File: src/rtl/dmem_responder_if.sv
// Request/response bus between a data-memory requester and the dmem_responder.
// The requester drives the request fields and rsp_ready; the responder answers.
interface dmem_responder_if #(
    parameter int ADDR_W = 32
);
    logic              req_valid;
    logic              req_ready;
    logic              req_write;
    logic [ADDR_W-1:0] req_addr;
    logic [31:0]       req_wdata;
    logic [3:0]        req_be;
    logic              rsp_valid;
    logic              rsp_ready;
    logic [31:0]       rsp_rdata;
    logic              rsp_err;

    modport master (
        output req_valid, req_write, req_addr, req_wdata, req_be, rsp_ready,
        input  req_ready, rsp_valid, rsp_rdata, rsp_err
    );

    modport slave (
        input  req_valid, req_write, req_addr, req_wdata, req_be, rsp_ready,
        output req_ready, rsp_valid, rsp_rdata, rsp_err
    );
endinterface

File: src/rtl/dmem_responder.sv
// Word-organised data RAM behind a valid/ready request/response handshake.
// One request is outstanding at a time; WAIT_CYCLES idle cycles are inserted
// between accepting a request and touching the array, then the response is
// held until the requester takes it.
module dmem_responder #(
    parameter int DEPTH_WORDS = 64,
    parameter int WAIT_CYCLES = 2,
    parameter int ADDR_W      = 32
) (
    input logic               CLK,
    input logic               Reset_L,
    dmem_responder_if.slave   bus
);
    localparam int RAM_AW = (DEPTH_WORDS > 1) ? $clog2(DEPTH_WORDS) : 1;
    // Extra leading bit so DEPTH_WORDS == 2**(ADDR_W-2) still compares correctly.
    localparam logic [ADDR_W-2:0] IDX_LIMIT = (ADDR_W-1)'(DEPTH_WORDS);

    typedef enum logic [1:0] {
        ST_IDLE = 2'd0,
        ST_BUSY = 2'd1,
        ST_RESP = 2'd2
    } state_t;

    // Merge the enabled bytes of new_word over old_word.
    function automatic logic [31:0] f_byte_merge(
        input logic [31:0] old_word,
        input logic [31:0] new_word,
        input logic [3:0]  be
    );
        logic [31:0] res;
        res = old_word;
        for (int i = 0; i < 4; i++) begin
            if (be[i]) begin
                res[8*i +: 8] = new_word[8*i +: 8];
            end
        end
        return res;
    endfunction

    state_t            r_state;
    logic [7:0]        r_count;
    logic              r_write;
    logic [ADDR_W-1:0] r_addr;
    logic [31:0]       r_wdata;
    logic [3:0]        r_be;
    logic              r_req_ready;
    logic              r_rsp_valid;
    logic [31:0]       r_rsp_rdata;
    logic              r_rsp_err;
    logic [31:0]       r_mem [0:DEPTH_WORDS-1];

    logic [ADDR_W-3:0] w_index;
    logic [RAM_AW-1:0] w_ram_idx;
    logic              w_err;
    logic              w_access;
    logic              w_do_store;
    logic [31:0]       w_rd_word;

    // Decode the latched request: word index, error status and access strobe.
    always_comb begin
        w_index    = r_addr[ADDR_W-1:2];
        w_ram_idx  = w_index[RAM_AW-1:0];
        w_err      = 1'b0;
        w_access   = 1'b0;
        w_do_store = 1'b0;
        w_rd_word  = r_mem[w_ram_idx];
        if ((r_addr[1:0] != 2'b00) || ({1'b0, w_index} >= IDX_LIMIT)) begin
            w_err = 1'b1;
        end else begin
            w_err = 1'b0;
        end
        if ((r_state == ST_BUSY) && (r_count == 8'd0)) begin
            w_access = 1'b1;
        end else begin
            w_access = 1'b0;
        end
        // Reset on the access edge cancels the store.
        if (w_access && r_write && !w_err && Reset_L) begin
            w_do_store = 1'b1;
        end else begin
            w_do_store = 1'b0;
        end
    end

    // Storage array: byte-enabled write on the access edge; contents survive reset.
    always_ff @(posedge CLK) begin
        if (w_do_store) begin
            r_mem[w_ram_idx] <= f_byte_merge(r_mem[w_ram_idx], r_wdata, r_be);
        end
    end

    // Handshake FSM with registered ready/valid/data/error outputs.
    always_ff @(posedge CLK) begin
        if (!Reset_L) begin
            r_state     <= ST_IDLE;
            r_count     <= 8'd0;
            r_write     <= 1'b0;
            r_addr      <= '0;
            r_wdata     <= 32'd0;
            r_be        <= 4'd0;
            r_req_ready <= 1'b1;
            r_rsp_valid <= 1'b0;
            r_rsp_rdata <= 32'd0;
            r_rsp_err   <= 1'b0;
        end else begin
            case (r_state)
                ST_IDLE: begin
                    if (bus.req_valid) begin
                        r_write     <= bus.req_write;
                        r_addr      <= bus.req_addr;
                        r_wdata     <= bus.req_wdata;
                        r_be        <= bus.req_be;
                        r_count     <= 8'(WAIT_CYCLES);
                        r_req_ready <= 1'b0;
                        r_state     <= ST_BUSY;
                    end
                end
                ST_BUSY: begin
                    if (r_count != 8'd0) begin
                        r_count <= r_count - 8'd1;
                    end else begin
                        r_rsp_valid <= 1'b1;
                        r_rsp_err   <= w_err;
                        r_rsp_rdata <= (w_err || r_write) ? 32'd0 : w_rd_word;
                        r_state     <= ST_RESP;
                    end
                end
                ST_RESP: begin
                    if (bus.rsp_ready) begin
                        r_rsp_valid <= 1'b0;
                        r_rsp_rdata <= 32'd0;
                        r_rsp_err   <= 1'b0;
                        r_req_ready <= 1'b1;
                        r_state     <= ST_IDLE;
                    end
                end
                default: begin
                    r_state     <= ST_IDLE;
                    r_count     <= 8'd0;
                    r_req_ready <= 1'b1;
                    r_rsp_valid <= 1'b0;
                    r_rsp_rdata <= 32'd0;
                    r_rsp_err   <= 1'b0;
                end
            endcase
        end
    end

    assign bus.req_ready = r_req_ready;
    assign bus.rsp_valid = r_rsp_valid;
    assign bus.rsp_rdata = r_rsp_rdata;
    assign bus.rsp_err   = r_rsp_err;
endmodule
File: src/flat_wrapper.sv
// flat-port wrapper written by rule: the top's interface ports become plain ports
module dmem_responder_flat 
#(
    parameter int DEPTH_WORDS = 64,
    parameter int WAIT_CYCLES = 2,
    parameter int ADDR_W      = 32
)
  (CLK, Reset_L, bus_req_valid, bus_req_write, bus_req_addr, bus_req_wdata, bus_req_be, bus_rsp_ready, bus_req_ready, bus_rsp_valid, bus_rsp_rdata, bus_rsp_err);
  dmem_responder_if #(.ADDR_W(ADDR_W)) bus_i ();
  input logic CLK;
  input logic Reset_L;
  input wire logic [$bits(bus_i.req_valid)-1:0] bus_req_valid;
  input wire logic [$bits(bus_i.req_write)-1:0] bus_req_write;
  input wire logic [$bits(bus_i.req_addr)-1:0] bus_req_addr;
  input wire logic [$bits(bus_i.req_wdata)-1:0] bus_req_wdata;
  input wire logic [$bits(bus_i.req_be)-1:0] bus_req_be;
  input wire logic [$bits(bus_i.rsp_ready)-1:0] bus_rsp_ready;
  output wire logic [$bits(bus_i.req_ready)-1:0] bus_req_ready;
  output wire logic [$bits(bus_i.rsp_valid)-1:0] bus_rsp_valid;
  output wire logic [$bits(bus_i.rsp_rdata)-1:0] bus_rsp_rdata;
  output wire logic [$bits(bus_i.rsp_err)-1:0] bus_rsp_err;
  assign bus_i.req_valid = bus_req_valid;
  assign bus_i.req_write = bus_req_write;
  assign bus_i.req_addr = bus_req_addr;
  assign bus_i.req_wdata = bus_req_wdata;
  assign bus_i.req_be = bus_req_be;
  assign bus_i.rsp_ready = bus_rsp_ready;
  assign bus_req_ready = bus_i.req_ready;
  assign bus_rsp_valid = bus_i.rsp_valid;
  assign bus_rsp_rdata = bus_i.rsp_rdata;
  assign bus_rsp_err = bus_i.rsp_err;
  dmem_responder #(.DEPTH_WORDS(DEPTH_WORDS), .WAIT_CYCLES(WAIT_CYCLES), .ADDR_W(ADDR_W)) u_core (.CLK(CLK), .Reset_L(Reset_L), .bus(bus_i));
endmodule
File: config.mk
export PLATFORM = sky130hd
export DESIGN_NAME = dmem_responder_flat
export DESIGN_NICKNAME = d
export VERILOG_FILES = /design/src/rtl/dmem_responder_if.sv /design/src/rtl/dmem_responder.sv /design/src/flat_wrapper.sv
export SDC_FILE = /design/constraint.sdc
export NUM_CORES = 2
export LEC_CHECK = 0
export CORE_MARGIN = 5
export CORE_UTILIZATION = 39
export CTS_CLUSTER_SIZE = 25
export DETAILED_ROUTE_END_ITERATION = 8
export GPL_ROUTABILITY_DRIVEN = 1
export PLACE_DENSITY_LB_ADDON = 0.15
export SLEW_MARGIN = 30
export SYNTH_ARGS = -nofsm -noshare
export SYNTH_HDL_FRONTEND = slang
export SYNTH_SLANG_ARGS = --single-unit
File: constraint.sdc
create_clock -name CLK -period 9.2 [get_ports CLK]
set_clock_uncertainty 0.05 [all_clocks]
set_input_delay 1.84 -clock CLK [delete_from_list [all_inputs] [get_ports CLK]]
set_output_delay 1.84 -clock CLK [all_outputs]
set_load 0.02 [all_outputs]
After elaboration in Yosys (flattened, before gate mapping)
Memory sizes are Yosys's and may differ from the RTL's. A register that Yosys moved wholly into a read port is not among the register bits. Cells that the tools add are included.

Magnitude comparators: 1. Bitwise operators: 3. Add/sub/neg operators: 1. Reduce and logical (&&, ||, !) cells: 16. Equal/unequal tests: 6. Multiplexer cells: 34.

Operators with widths (count): two-way mux 32 bit (3); one-hot mux 32 bit (3 select lines) (1); two-way mux 8 bit (10); greater-or-equal comparator 30 x 7 -> 1 bit (second input constant) (1); one-hot mux 8 bit (3 select lines) (1); two-way mux 6 bit (2); AND reduction 3 bit (4); two-way mux 1 bit (10); one-hot mux 1 bit (3 select lines) (3); zero test 8 bit (1); != test 2 bit (second input constant) (4); nonzero test 8 bit (1); subtractor 8 x 1 -> 8 bit (second input constant) (1); two-way mux 2 bit (3); one-hot mux 2 bit (3 select lines) (1); logical AND 1 bit (4); inverter 1 bit (3); == test 2 x 1 -> 1 bit (second input constant) (1); == test 2 bit (second input constant) (1); zero test 2 bit (1); logical OR 1 bit (2); AND reduction 2 bit (1); nonzero test 2 bit (1); zero test 1 bit (1).

RAM bits: 2048. Logic and storage cells: 72. Memories kept: 1. Output and inout port bits: 35. Register bits: 114. Input bits: 73.

Memory list: u_core.r_mem (depth 64, bits a word 32, rd ports 1, clocked after memory_dff 1, wr ports 1, line dmem_responder.sv:50) `logic [31:0] r_mem [0:DEPTH_WORDS-1];`.

Longest topological paths before layout
Word-level depth: 9. Gate-level depth with buffers: 11.

Worst setup path after synthesis
Ideal clock, no wire load.

Path kind: register to register. Start point: register (tool-made name). End point: memory u_core.r_mem[0][8], data pin. Arrival time: 5676 ps. Cell stages (with the launch flop): 11. Clock period less this slack: 6734 ps. Buffers on the path: 5. Slack: 2466 ps. Cell sequence: dfxtp_1 buf_4 buf_4 buf_4 buf_4 buf_2 mux4_2 nand3_1 nand3_1 nor3_1 o311ai_0.

RTL lines (line): end, declared (dmem_responder.sv:50).

==> run summary <==
WHS = 0.415 ns
Die ar. = 225000 µm²
RD Place Congestion = 0.796
clock latency on the worst-skew pair = 0.88 ns
WL/cell = 31.3 µm
Post-layout nets = 4663
Tmin final = 4.91 ns
DRT Pass-1 Iters = 6
Syn Inst Count = 4350
I/O Buffers = 107
final period utilization = 53.4%
maximum clock frequency = 204 MHz
Crit path required time = 9.70 ns
drt initial violations = 4615
syn_nets = 4424
share of post-route cells with drive strength above 1 = 22.0%
Synth Area in Compound Gates = 5.22%
number of global-route vias before repair = 43200
sw frac = 28.0%
post-synth top area share = 73.0%
CTS buffer count = 222
synthesized area per cell = 19.4 µm²
Fin. Hold Viols = 0
area growth from synthesis to final layout = 15.7%
CP endpoint kind = flip-flop
RSZ-0062 raised after global routing = no
Final Cell Area = 97500 µm²
die width = 475 µm
total power = 0.0260 W
commonest cells after routing, fill and taps aside = edfxtp_1, mux2i_1, mux4_2, clkbuf_16, nand2_1
Synth area leaders = edfxtp_1, mux4_2, mux2i_1, dfxtp_1, mux2_2
setup bufs post-CTS = 0
Final HPWL DP = 139000 µm
Worst path slowest cell = dfxtp_4
EDFF count, synth = 2048
CTS tree = built
clk sinks = 2168
Routed Antenna Nets = 0
first-pass GRT wire length = 336000 µm
startpoint type of the worst setup path = flip-flop
Post-DP Area = 90100 µm²
peak supply drop = 0.000221 V
Layout fillers = 18200
max-cap violations = 0
Ys Warns = 0
Post-Synth Adder-Cell Area = 0.0149%
CP Max Fanout = 64
xor/xnor cell area share of the yosys netlist = 0.0624%
Crit path arrival time = 5.41 ns
Largest delay share family, worst path = buffers and inverters
Yosys top cell by area = edfxtp_1
Max-slew headroom = 28.9%
Net Switching = 0.00728 W
multi-input gate area in the final layout = 19800 µm²
Mapped Area = 84200 µm²
Worst path max stage delay = 0.85 ns
row count = 170
FF/Latch Area = 63900 µm²
status = completed
boundary pin count = 108
hold_buf cts = 0
starting density of the core = 39.2%
mux share of post-synthesis cell area = 14.0%
H-Tree Depth = 4
Hold/Removal Path Class = reg2reg
post-synthesis cell type count = 67
Final Max Tran Viols = 0
Slew @ Worst Pin = 1.07 ns
DRC = 0
drt total wl = 239000 µm
post-synthesis sequential area ratio = 75.8%
CP dominant cell by count = buf_4
Yosys reg bits = 2168
power share of the clock group = 34.7%
Lkg Pwr = 29.3 nW
Sequential Power Share = 48.0%
Clock transition at path regs = 0.06 ns
root buffer cell = clkbuf_16
Critical Path, Cell by Cell = buf_4 -> buf_4 -> mux4_2 -> nor2_1 -> a221oi_1 -> mux4_2 -> nor2_1 -> a221oi_4 -> buf_4
largest net degree at the start of global routing = 141
grt ovf = 0
clk buf depth = 3
kind of critical path = reg2reg
most common cell after layout, fill and taps aside = edfxtp_1
post_cts resized = 0
# setup viols final = 0
Comb pwr share = 17.3%
top_reg_cell synth = edfxtp_1
Pint = 0.0187 W
initial antenna violation count = 5
WP buf/inv = 3
setup tns final = 0 ns
simple-gate share of the synthesized area = 2.97%
via count = 43300
post-detailed-route via-to-cell ratio = 5.68
power per cell area = 266 nW/µm²
Core Box Area = 215000 µm²
ys async rst share = 0%
Die Ht = 475 µm
GR Util All Layers = 21.0%
largest family of logic cells by synthesized area = multiplexers
[state kept, by name (all words and copies together), names as in the netlist, named ones only]
| name | flops |
|---|---|
| u_core.r_mem | 2048 |
| u_core.bus.rsp_rdata | 32 |
| u_core.r_addr | 32 |
| u_core.r_wdata | 32 |
| u_core.r_count | 8 |
| u_core.r_be | 4 |
| u_core.r_state | 2 |
| u_core.bus.req_ready | 1 |
| u_core.bus.rsp_err | 1 |
| u_core.bus.rsp_valid | 1 |
| u_core.r_write | 1 |
[final cells by class]
class,count,share of cell area (%)
Clock buffer,287,6.05
Multi-Input combinational cell,1890,20.3
Tap cell,2838,3.64
Timing Repair Buffer,279,2.92
Antenna cell,6,0.0154
Inverter,28,0.108
Clock inverter,126,1.40
Sequential cell,2168,65.6
[routing by layer]
layer	track usage [%]	routed length, µm	vias up
li1	-	-	18300
met1	31.1	109000	23300
met2	32.4	110000	1359
met3	4.06	15400	242
met4	4.32	4370	0
met5	0	0	-
[synth_stat cells, drive strengths merged, types with 23 or more instances]
cell and count:
a211oi 101, a21boi 70, a221oi 66, a22oi 111, and4 23, buf 164, clkbuf 100, dfxtp 120
edfxtp 2048, inv 27, mux2 91, mux2i 338, mux4 328, nand2 206, nor2 168, nor2b 56
o211ai 44, o21ai 46, o22ai 56
[kinds of logic (layout without fill, tap and decap cells)]
kind of cell | count (synthesis) | after routing
AO/OA/AOI/OAI | 588 | 588
XOR/XNOR | 6 | 6
adder cells (fa/ha/maj) | 1 | 1
buffers and inverters | 292 | 720
flip-flops | 2168 | 2168
multiplexers | 757 | 757
other | 0 | 6
AND/OR/NAND/NOR | 538 | 538
[power groups by stage]
stage	clock, W	combinational [W]	sequential [W]
after detailed placement	0	0.00451	0.0127
final	0.00900	0.00450	0.0125
after global routing	0.00961	0.00480	0.0125
after global placement	0	0.00443	0.0127
after CTS	0.00918	0.00451	0.0125
after floorplan	0	0.00247	0.0128
[final timing paths]
kind | start | to | slack [ns] | depth (start not counted)
worst max-delay path | flip-flop | u_core.r_mem[14][19] | 4.29 | 9
worst min-delay path | u_core.r_addr[17] | u_core.r_addr[17] | 0.42 | 2
worst max register to register | flip-flop | u_core.r_mem[14][19] | 4.29 | 9
worst min register to register | u_core.r_addr[17] | u_core.r_addr[17] | 0.42 | 2
[stage by stage]
stage / cells / setup slack [ns] / utilization (%)
after global routing: 7617 / 4.06 / 45.4
after global placement: 7179 / 4.30 / 41.7
after CTS: 7612 / 4.28 / 45.3
final: 7622 / 4.29 / 45.4
after floorplan: 4350 / 2.47 / -
after detailed placement: 7199 / 4.29 / 41.9
[worst reg2reg max path: cells and delay by family, from the launching register on]
family | cells | cell delay, ns
compound gates | 2 | 0.85
buf+inv | 3 | 1.87
flops | 1 | 0.85
mux | 2 | 0.70
simple gates | 2 | 0.17
No activity file was read; power rests on OpenSTA's default activity.
